### src/rtl/dist_uart_framer.sv
// dist_uart_framer: converts a binary distance sample to decimal ASCII and
// streams "<digits>mm\r\n" to a UART transmitter over a tx_enable/tx_done handshake.
module dist_uart_framer #(
    parameter int DIST_W = 16,
    parameter int DIGITS = 5,
    parameter int BAUD   = 115200
) (
    input  logic              clk,
    input  logic              rst,
    input  logic              dist_valid,
    input  logic [DIST_W-1:0] dist_in,
    output logic              busy,
    output logic              frame_done,
    output logic              tx_enable,
    output logic [7:0]        tx_data,
    output logic [19:0]       tx_bps,
    input  logic              tx_done
);
    localparam int BW = 4 * DIGITS;
    localparam int CW = $clog2(DIST_W + 1);

    function automatic logic [63:0] pow10(input int n);
        pow10 = 64'd1;
        for (int i = 0; i < n; i++) pow10 = pow10 * 64'd10;
    endfunction

    localparam logic [63:0] MAX_VAL = pow10(DIGITS) - 64'd1;

    typedef enum logic [2:0] {IDLE, CONV, ARM, ACK, WAIT, DONE} state_t;
    state_t state, nxt;

    logic [DIST_W-1:0] bin;
    logic [BW-1:0]     bcd, adj;
    logic              ovf;
    logic [CW-1:0]     cnt;
    logic [3:0]        idx;
    logic [3:0]        dig;
    logic              nz;
    logic [7:0]        tx_byte;

    always_ff @(posedge clk) begin
        if (rst) state <= IDLE;
        else     state <= nxt;
    end

    always_comb begin
        nxt = state;
        case (state)
            IDLE:    nxt = dist_valid ? CONV : IDLE;
            CONV:    nxt = (cnt == CW'(DIST_W - 1)) ? ARM : CONV;
            ARM:     nxt = tx_done ? ACK : ARM;
            ACK:     nxt = tx_done ? ACK : WAIT;
            WAIT:    nxt = !tx_done ? WAIT : (idx == 4'(DIGITS + 3)) ? DONE : ARM;
            DONE:    nxt = IDLE;
            default: nxt = IDLE;
        endcase
    end

    // Double-dabble correction: any BCD nibble >= 5 gets +3 before the shift.
    always_comb begin
        adj = '0;
        for (int i = 0; i < DIGITS; i++)
            adj[4*i +: 4] = (bcd[4*i +: 4] >= 4'd5) ? bcd[4*i +: 4] + 4'd3 : bcd[4*i +: 4];
    end

    // nz: a non-zero digit exists at or before the current position (blanking off).
    always_comb begin
        dig = 4'd0;
        nz  = 1'b0;
        for (int i = 0; i < DIGITS; i++) begin
            if (4'(i) == idx) dig = bcd[4*(DIGITS-1-i) +: 4];
            if (4'(i) <= idx && bcd[4*(DIGITS-1-i) +: 4] != 4'd0) nz = 1'b1;
        end
        tx_byte = (idx < 4'(DIGITS))     ? (ovf ? 8'h2D : (nz || idx == 4'(DIGITS - 1)) ? 8'h30 + {4'h0, dig} : 8'h20) :
                  (idx < 4'(DIGITS + 2)) ? 8'h6D :
                  (idx == 4'(DIGITS + 2)) ? 8'h0D : 8'h0A;
    end

    always_ff @(posedge clk) begin
        if (rst) begin
            tx_enable <= 1'b0;
            tx_data   <= 8'h00;
            bin       <= '0;
            bcd       <= '0;
            ovf       <= 1'b0;
            cnt       <= '0;
            idx       <= 4'd0;
        end else begin
            tx_enable <= (state == ARM) && tx_done;
            if (state == IDLE && dist_valid) begin
                bin <= dist_in;
                bcd <= '0;
                ovf <= 64'(dist_in) > MAX_VAL;
                cnt <= '0;
            end
            if (state == CONV) begin
                {bcd, bin} <= {adj[BW-2:0], bin, 1'b0};
                cnt        <= cnt + CW'(1);
                idx        <= 4'd0;
            end
            if (state == ARM) tx_data <= tx_byte;
            if (state == WAIT && tx_done && idx != 4'(DIGITS + 3)) idx <= idx + 4'd1;
        end
    end

    assign busy       = (state != IDLE) && (state != DONE);
    assign frame_done = (state == DONE);
    assign tx_bps     = 20'(BAUD);
endmodule

### config.mk
export PLATFORM = sky130hd
export DESIGN_NAME = dist_uart_framer
export DESIGN_NICKNAME = d
export VERILOG_FILES = /design/src/rtl/dist_uart_framer.sv
export SDC_FILE = /design/constraint.sdc
export NUM_CORES = 1
export LEC_CHECK = 0
export CAP_MARGIN = 20
export CORE_MARGIN = 1.5
export CORE_UTILIZATION = 33
export CTS_BUF_LIST = sky130_fd_sc_hd__clkbuf_4 sky130_fd_sc_hd__clkbuf_8
export DETAILED_ROUTE_END_ITERATION = 6
export HOLD_SLACK_MARGIN = 0.05
export SLEW_MARGIN = 40
export SYNTH_ARGS = -nofsm -noshare
export SYNTH_HDL_FRONTEND = slang
export SYNTH_SLANG_ARGS = --single-unit
export TNS_END_PERCENT = 5
### constraint.sdc
create_clock -name clk -period 2.66 [get_ports clk]
set_input_delay 0.532 -clock clk [delete_from_list [all_inputs] [get_ports clk]]
set_output_delay 0.532 -clock clk [all_outputs]
set_load 0.005 [all_outputs]
# Yosys cells after proc, flatten, opt, wreduce, memory -nomap -nowiden
# Index checks and enable logic that the tools add are counted.
dict set report op_classes {
  addsub 8
  n_mul 0
  div_mod_pow 0
  order_cmp 12
  eq_ne 15
  n_shift 0
  mux 34
  bitwise 0
  n_reduce_logical 22
}
# operator count
set ops {}
lappend ops {{$mux W4} 11}
lappend ops {{$mux W20} 2}
lappend ops {{$mux W16} 2}
lappend ops {{$mux W7} 3}
lappend ops {{$ge A4 B3 Y1 const B} 5}
lappend ops {{$reduce_bool A4 Y1} 5}
lappend ops {{$add A4 B2 Y4 const B} 4}
lappend ops {{$mux W3} 5}
lappend ops {{$pmux W3 S5} 1}
lappend ops {{$logic_and A1 B1 Y1} 10}
lappend ops {{$mux W5} 2}
lappend ops {{$eq A2 B4 Y1 const A} 2}
lappend ops {{$eq A4 B3 Y1 const B} 2}
lappend ops {{$le A1 B4 Y1 const A} 2}
lappend ops {{$le A2 B4 Y1 const A} 2}
lappend ops {{$lt A4 B3 Y1 const B} 2}
lappend ops {{$add A6 B4 Y7 const A} 1}
lappend ops {{$mux W1} 7}
lappend ops {{$eq A3 B2 Y1 const B} 2}
lappend ops {{$eq A3 B3 Y1 const B} 2}
lappend ops {{$add A5 B1 Y5 const B} 1}
lappend ops {{$eq A5 B4 Y1 const B} 1}
lappend ops {{$add A4 B1 Y4 const B} 1}
lappend ops {{$eq A1 B4 Y1 const A} 1}
lappend ops {{other kinds (14)} 15}
dict set report totals {
  reg_bits 57
  latchBits 0
  mem_bits_rw 0
  romBits 0
  inputBits 20
  mem_count 0
}

# Depth between registers and ports, before layout
# Gate-level depths: netlist (run 1).
dict set report depth {
  depth_word 10
  ltp_mapped 8
  mapped_depth_nobuf 8
}

# Least setup slack after synthesis (run 1)
# OpenSTA, ideal clock, no wires.
dict set report synth_path {
  kind {flip-flop to flip-flop}
  start {reg idx[0]}
  end {reg tx_data[1]}
  setup_time_ns 0.137
  arrival_ns 1.772
  required_ns 2.523
  path_slack_ns 0.751
  stages_incl_launch_ff 9
  n_path_buf 1
  period_less_slack_ns 1.909
  cell_sequence {dfxtp_1 -> inv_1 -> ha_1 -> buf_2 -> nand3b_1 -> o2111ai_1 -> or4_1 -> nand2_1 -> o32ai_1}
}
dict set report synth_via {
  elab_chain_cells 10
}
# item line_no
set synth_rtl {}
lappend synth_rtl {{start: declaration} 36} ;# logic [3:0] idx;
lappend synth_rtl {{start signal: assignment} 102} ;# if (state == WAIT && tx_done && idx != 4'(DIGITS + 3)) idx <= idx + 4'd1;
lappend synth_rtl {{parallel branches: the longest is 9 deep, another holds $add A6 B4 Y7} --}
lappend synth_rtl {{$mux W7 (*)} 74} ;# tx_byte = (idx < 4'(DIGITS)) ? (ovf ? 8'h2D : (nz || idx == 4'(DIGITS - 1)) ? 8'h30 + {4'h0, dig} : 8'h20) :
lappend synth_rtl {{end signal: assignment} 101} ;# if (state == ARM) tx_data <= tx_byte;
lappend synth_rtl {{end: declaration} 15} ;# output logic [7:0] tx_data,
# Mark *: on every way between the ends.
# A chain may end at the register's enable or synchronous reset.

# Final worst setup path (run 1)
dict set report layout_path {
  start {reg state[0]}
  end {out frame_done}
}
dict set report layout_via {
  elab_chain_cells 1
}
# item line_no
set layout_rtl {}
lappend layout_rtl {{start: declaration} 30} ;# state_t state, nxt;
lappend layout_rtl {{start signal: assignment} 43} ;# else state <= nxt;
lappend layout_rtl {{$eq A3 B3 Y1} 107} ;# assign frame_done = (state == DONE);
lappend layout_rtl {{end: declaration} 13} ;# output logic frame_done,
# Every way passes these cells.

==> results.json, run 1 <==
{
  "placed_area_um2": 3590,
  "wl_per_cell_um": 12.7,
  "hold_path_class": "flop to flop",
  "place_congestion": 0.882,
  "start_kind": "flop",
  "cts_hold_buf": 0,
  "period_needed_ns": 2.23,
  "path_delay_family": "buffers and inverters",
  "drive_gt1_frac": 0.0595,
  "rsz0062_at_grt": "no",
  "fmax_ghz": 0.448,
  "critPathBufInv": 2,
  "yosysSeqAreaShare": 0.344,
  "synth_cell_types": 50,
  "port_buffers": 29,
  "synth_seq_cells": 56,
  "crit_arrival_ns": 1.70,
  "design_area_um2": 3680,
  "diodes": 0,
  "firstDrtPassIters": 4,
  "cts_inserted_buffers": 5,
  "skew_ns": 0.0148,
  "route.vias.total": 2793,
  "synth-async-reset-ratio": 0,
  "pre_cts_ws_ns": 0.513,
  "yosys.area.top_type": "dfxtp_1",
  "die-area_um2": 10500,
  "wl_um": 7000,
  "post_drt_via_cell_ratio": 5.05,
  "synth_edf_count": 0,
  "leakagePower_uw": 0.00135,
  "netlist_instances": 400,
  "die_w_um": 102,
  "cp_max_fo": 8,
  "avgSynthCellArea_um2": 8.15,
  "powerDensity_nw_per_um2": 428,
  "grt_max_degree": 41,
  "clk_root_buffer_cell": "clkbuf_8",
  "synth_top_area_frac": 0.344,
  "nNetsFinal": 456,
  "cts_buffer_depth": 2,
  "start_util": 0.337,
  "cp_slowest_stage_delay_ns": 0.55,
  "status": "finished, final reports clean",
  "maxSlewHeadroom": 0.501,
  "fin_tns_setup_ns": 0,
  "criticalPathCategory": "flop to output port",
  "yosysWarnings": 0,
  "antenna_left": 0,
  "ios": 51,
  "grt_util_all_layers": 0.146,
  "maxSlewViolCount": 0,
  "synth_area_um2": 3260,
  "grt_pass1_vias": 2654,
  "maxCapViolations": 0,
  "cpMaxStageDelayCell": "clkdlybuf4s50_1",
  "fp-row-count": 36,
  "fin_util": 0.380,
  "fin_crit_sh": 0.839,
  "drtIter0Drc": 91,
  "die_y_um": 102,
  "grt_pass1_wl_um": 12300,
  "drc": 0,
  "finalSetupViolCount": 0,
  "grt-ovfl-total": 0,
  "setup_slack_ns": 0.430,
  "ys_top_cells_by_area": "dfxtp_1 34%, ha_1 6.5%, nor2_1 6.4%",
  "tightest_slew_ns": 0.749,
  "synth-main-ff-cell": "dfxtp_1",
  "grt_antenna_before_repair": 0,
  "crit_required_ns": 2.13,
  "htreeDepth": 2,
  "postCtsSetupRepairBufs": 0,
  "core_um2": 9680,
  "fin_total_pwr_uw": 1580,
  "crit_path_end_kind": "output port",
  "syn_to_final_growth_pct": 13.1,
  "worstPathCellList": "inv_2, nor3b_1, clkdlybuf4s50_1",
  "path_clk_slew_ns": 0.11,
  "cts.sinks": 56,
  "cts_resized": 0,
  "vdd_ir_drop_max_mv": 0.204,
  "dp_hpwl_um": 4980,
  "clock_latency_ns": 0.32,
  "hold_violations": 0,
  "cts_tree": "done"
}
cells by family after synthesis:
family / after synthesis / synth area share
muxes: 19 / 0.0583
other: 2 / 0.00230
adders and majority gates: 17 / 0.0653
DFF: 56 / 0.344
buffers and inverters: 61 / 0.0998
AOI/OAI and AO/OA: 105 / 0.212
and+or+nand+nor: 131 / 0.195
xor gates and xnor gates: 9 / 0.0242
worst reg2reg max path, cell delays in order, from the launching register on:
cell and delay, ns:
dfxtp_1 0.44, inv_1 0.12, ha_1 0.28, nor2_1 0.25, o2111ai_1 0.13, or4_1 0.58, nand2_1 0.14, o32ai_1 0.10
placed cells by master, fill, tap and decap left out, types with 12 or more instances in the layout:
cell,netlist,layout
clkdlybuf4s50_1,0,28
mux2i_1,19,19
dfxtp_1,56,56
conb_1,2,21
nand3_1,13,13
o21ai_0,13,13
ha_1,17,17
a211oi_1,17,17
inv_1,15,15
nand2_1,18,18
a22oi_1,12,12
a21oi_1,26,26
nor2_1,56,56
where the power goes:
group	internal, uW	switching [uW]	total (uW)
Sequential	867	18.5	886
Combinational	81.6	107	189
Clock	193	308	501
final cells by class:
class	count	area (um2)
Multi-Input combinational cell	302	1890
Inverter	16	60.1
Fill cell	1000	6000
Clock buffer	5	68.8
Tap cell	133	166
Clock inverter	3	25.0
Timing Repair Buffer	38	353
Sequential cell	56	1120
synthesized netlist by cell type (all sizes together) (5+ instances only):
cell    instances
mux2i          19
nand3          13
inv            16
a32oi           5
a22oi          12
a21oi          26
nor3           10
nor3b           5
buf            30
ha             17
nand2b          6
clkbuf         15
dfxtp          56
o21ai          19
nand2          18
nor2           58
a211oi         18
xnor2           9
sequential cells by signal, indices dropped and copies added (netlist names):
signal	count
bcd	20
bin	16
cnt	5
idx	4
state	3
tx_data	7
tx_enable	1
stage by stage:
stage | instances | hold WS [ns]
2_1_floorplan | 419 | 0.445
3_3_place_gp | 545 | 0.439
3_5_place_dp | 545 | 0.445
4_1_cts | 553 | 0.460
5_1_grt | 553 | 0.507
6_report | 553 | 0.459
routing by layer:
layer | share of wire | global-route usage | vias up
met5 | 0 | 0 | -
met4 | 0.015 | 0.0495 | 0
met3 | 0.058 | 0.0294 | 10
met2 | 0.45 | 0.236 | 77
met1 | 0.48 | 0.193 | 1293
li1 | - | - | 1413
worst paths after layout:
kind,from,end,slack [ns],cells after the start
setup reg to reg,idx[0],tx_data[1],0.47,7
setup / recovery,state[0],frame_done,0.43,3
hold / removal,tx_data[6],tx_data[6],0.46,2
hold reg to reg,tx_data[6],tx_data[6],0.46,2
(Power assumes the default switching activity.)
==> run 2, diff against run 1 <==
==> constraint.sdc (replaced) <==
create_clock -name clk -period 1.91 [get_ports clk]
set_input_delay 0.382 -clock clk [delete_from_list [all_inputs] [get_ports clk]]
set_output_delay 0.382 -clock clk [all_outputs]
set_load 0.005 [all_outputs]
==> run 2 against run 1 <==
  * Clock power up 41%
  * Sequential cell count unchanged
  * Sequential share of layout area down 2.0 points
  * Critical path type is now flop to flop
  * Via count up 4.7%
  * Die area is the same
  * Global-route usage rose by 0.51 points
  * Wire length up 5.2%
  * Final area is 8.4% higher
  * Count of clock-buffer cells in the layout increased by 1
  * Clock skew decreased by 0.0054 ns
==> results.json, run 2 (synthesized netlist as in run 1, its figures left out) <==
{
  "status": "finished, final reports clean",
  "maxSlewHeadroom": 0.617,
  "crit_required_ns": 2.10,
  "cp_max_fo": 3,
  "fmax_ghz": 0.532,
  "grt_max_degree": 45,
  "final_cell_mix": "55 x nor2_1, 49 x dfxtp_1, 34 x buf_4",
  "hold_path_class": "primary input to flop",
  "drc": 0,
  "start_util": 0.337,
  "route.vias.total": 2924,
  "cts_tree": "done",
  "skew_ns": 0.00943,
  "period_needed_ns": 1.88,
  "die_w_um": 102,
  "crit_path_end_kind": "flop",
  "grt_antenna_before_repair": 0,
  "m1WireLength_um": 3480,
  "hold_slack_ns": 0.408,
  "nNetsFinal": 483,
  "placed_area_um2": 3810,
  "layout_commonest_cell": "nor2_1",
  "grt_util_all_layers": 0.151,
  "grt-ovfl-total": 0,
  "die_y_um": 102,
  "maxCapViolations": 0,
  "reg_top3": "bcd x20, bin x16, tx_data x7",
  "fin_crit_sh": 0.983,
  "place_congestion": 0.906,
  "wl_met3_um": 273,
  "design_area_um2": 4000,
  "setup_slack_ns": 0.0316,
  "antenna_left": 0,
  "criticalPathCategory": "flop to flop",
  "drive_gt1_frac": 0.168,
  "htreeDepth": 2,
  "path_clk_slew_ns": 0.10,
  "leakagePower_uw": 0.00154,
  "hold_violations": 0,
  "start_kind": "flop",
  "pre_cts_ws_ns": -0.137,
  "fin_util": 0.413,
  "rsz0062_at_grt": "yes",
  "powerDensity_nw_per_um2": 551,
  "port_buffers": 29,
  "whs_path_depth": 2,
  "largest_reg_flops": 20,
  "topRoutingLayerUsed": "met4",
  "cpMaxStageDelayCell": "or4_4",
  "cts_buffer_depth": 2,
  "finalSetupViolCount": 0,
  "firstDrtPassIters": 4,
  "cp_slowest_stage_delay_ns": 0.60,
  "core_um2": 9680,
  "fillers": 980,
  "rr_worst_depth": 8,
  "drtIter0Drc": 135,
  "syn_to_final_growth_pct": 22.6,
  "dp_hpwl_um": 5270,
  "largest-register": "bcd",
  "cts_hold_buf": 0,
  "diodes": 0,
  "grt_pass1_vias": 2801,
  "maxSlewViolCount": 0,
  "clk_root_buffer_cell": "clkbuf_8",
  "clock_latency_ns": 0.32,
  "die-area_um2": 10500,
  "worstPathCellList": "inv_2, ha_4, nor3b_2, buf_4, a31oi_1, or4_4, a22oi_2, nor2_1",
  "cts.sinks": 56,
  "cts_inserted_buffers": 5,
  "wl_met2_um": 3430,
  "crit_arrival_ns": 2.07,
  "vdd_ir_drop_max_mv": 0.383,
  "wl_um": 7360,
  "fp-row-count": 36,
  "tightest_slew_ns": 0.573,
  "wl_per_cell_um": 12.7,
  "ios": 51,
  "post_drt_via_cell_ratio": 5.04,
  "grt_pass1_wl_um": 12600
}
==> run 2: changes by cell type in the layout (fill, tap and decap cells not counted), sizes merged <==
| cell | delta |
|---|---|
| buf | +27 |
| clkdlybuf4s50 | -1 |
| clkbuf | +1 |
| clkinv | +1 |
| inv | -1 |
| clkinvlp | -1 |
| dlymetal6s2s | +1 |
==> run 2: timing repair <==
action                                  4_1_cts  5_1_grt
pin swaps                                     0        4
setup buffers                                 0        0
resized for setup                             8       23
endpoints found under the setup margin        7        9
==> run 2: layout make-up <==
class | count | area, um2 | share of cell area
clock buffer | 6 | 82.6 | 0.0207
clock inverter | 2 | 13.8 | 0.00345
inverter | 16 | 60.1 | 0.0150
multi-input combinational | 302 | 1960 | 0.491
sequential | 56 | 1130 | 0.284
tap | 133 | 166 | 0.0417
timing repair buffer | 65 | 574 | 0.144
==> run 2: worst max-delay path: cells and delay by family (launching register included) <==
family,cells,cell delay (ns)
buf+inv,2,0.23
fa+ha+maj,1,0.13
flops,1,0.34
compound gates,2,0.24
simple gates,3,0.82
==> run 2: worst paths after layout <==
kind | slack (ns) | startpoint | end
min | 0.41 | rst | bcd[9]
max | 0.03 | bcd[9] | tx_data[4]
max reg2reg | 0.03 | bcd[9] | tx_data[4]
min reg2reg | 0.47 | tx_data[6] | tx_data[6]
==> run 2: through the flow <==
step | TNS [ns] | instances | power (uW)
2_1_floorplan | 0 | 419 | 1460
3_5_place_dp | -2.15 | 572 | 1520
3_3_place_gp | -5.25 | 572 | 1520
4_1_cts | -0.00422 | 580 | 2230
5_1_grt | -0.112 | 580 | 2330
6_report | 0 | 580 | 2200
==> run 2: per-layer routing <==
layer	global-route usage	up-vias
met5	0	-
li1	-	1459
met1	0.186	1382
met4	0.0506	0
met3	0.0315	17
met2	0.261	66
==> run 2: power by group <==
part	switching, uW	internal, uW
combinational	151	115
sequential	23.8	1210
clock	407	298
total	581	1620
==> run 3, diff against run 2 <==
--- a/config.mk
+++ b/config.mk
@@ -9,6 +9,7 @@
 export CORE_MARGIN = 1.5
 export CORE_UTILIZATION = 33
 export CTS_BUF_LIST = sky130_fd_sc_hd__clkbuf_4 sky130_fd_sc_hd__clkbuf_8
+export CTS_CLUSTER_DIAMETER = 150
 export DETAILED_ROUTE_END_ITERATION = 6
 export HOLD_SLACK_MARGIN = 0.05
 export SLEW_MARGIN = 40
==> results of run 3 <==
Same layout as run 2: the final DEF is identical, and so are final timing and power.
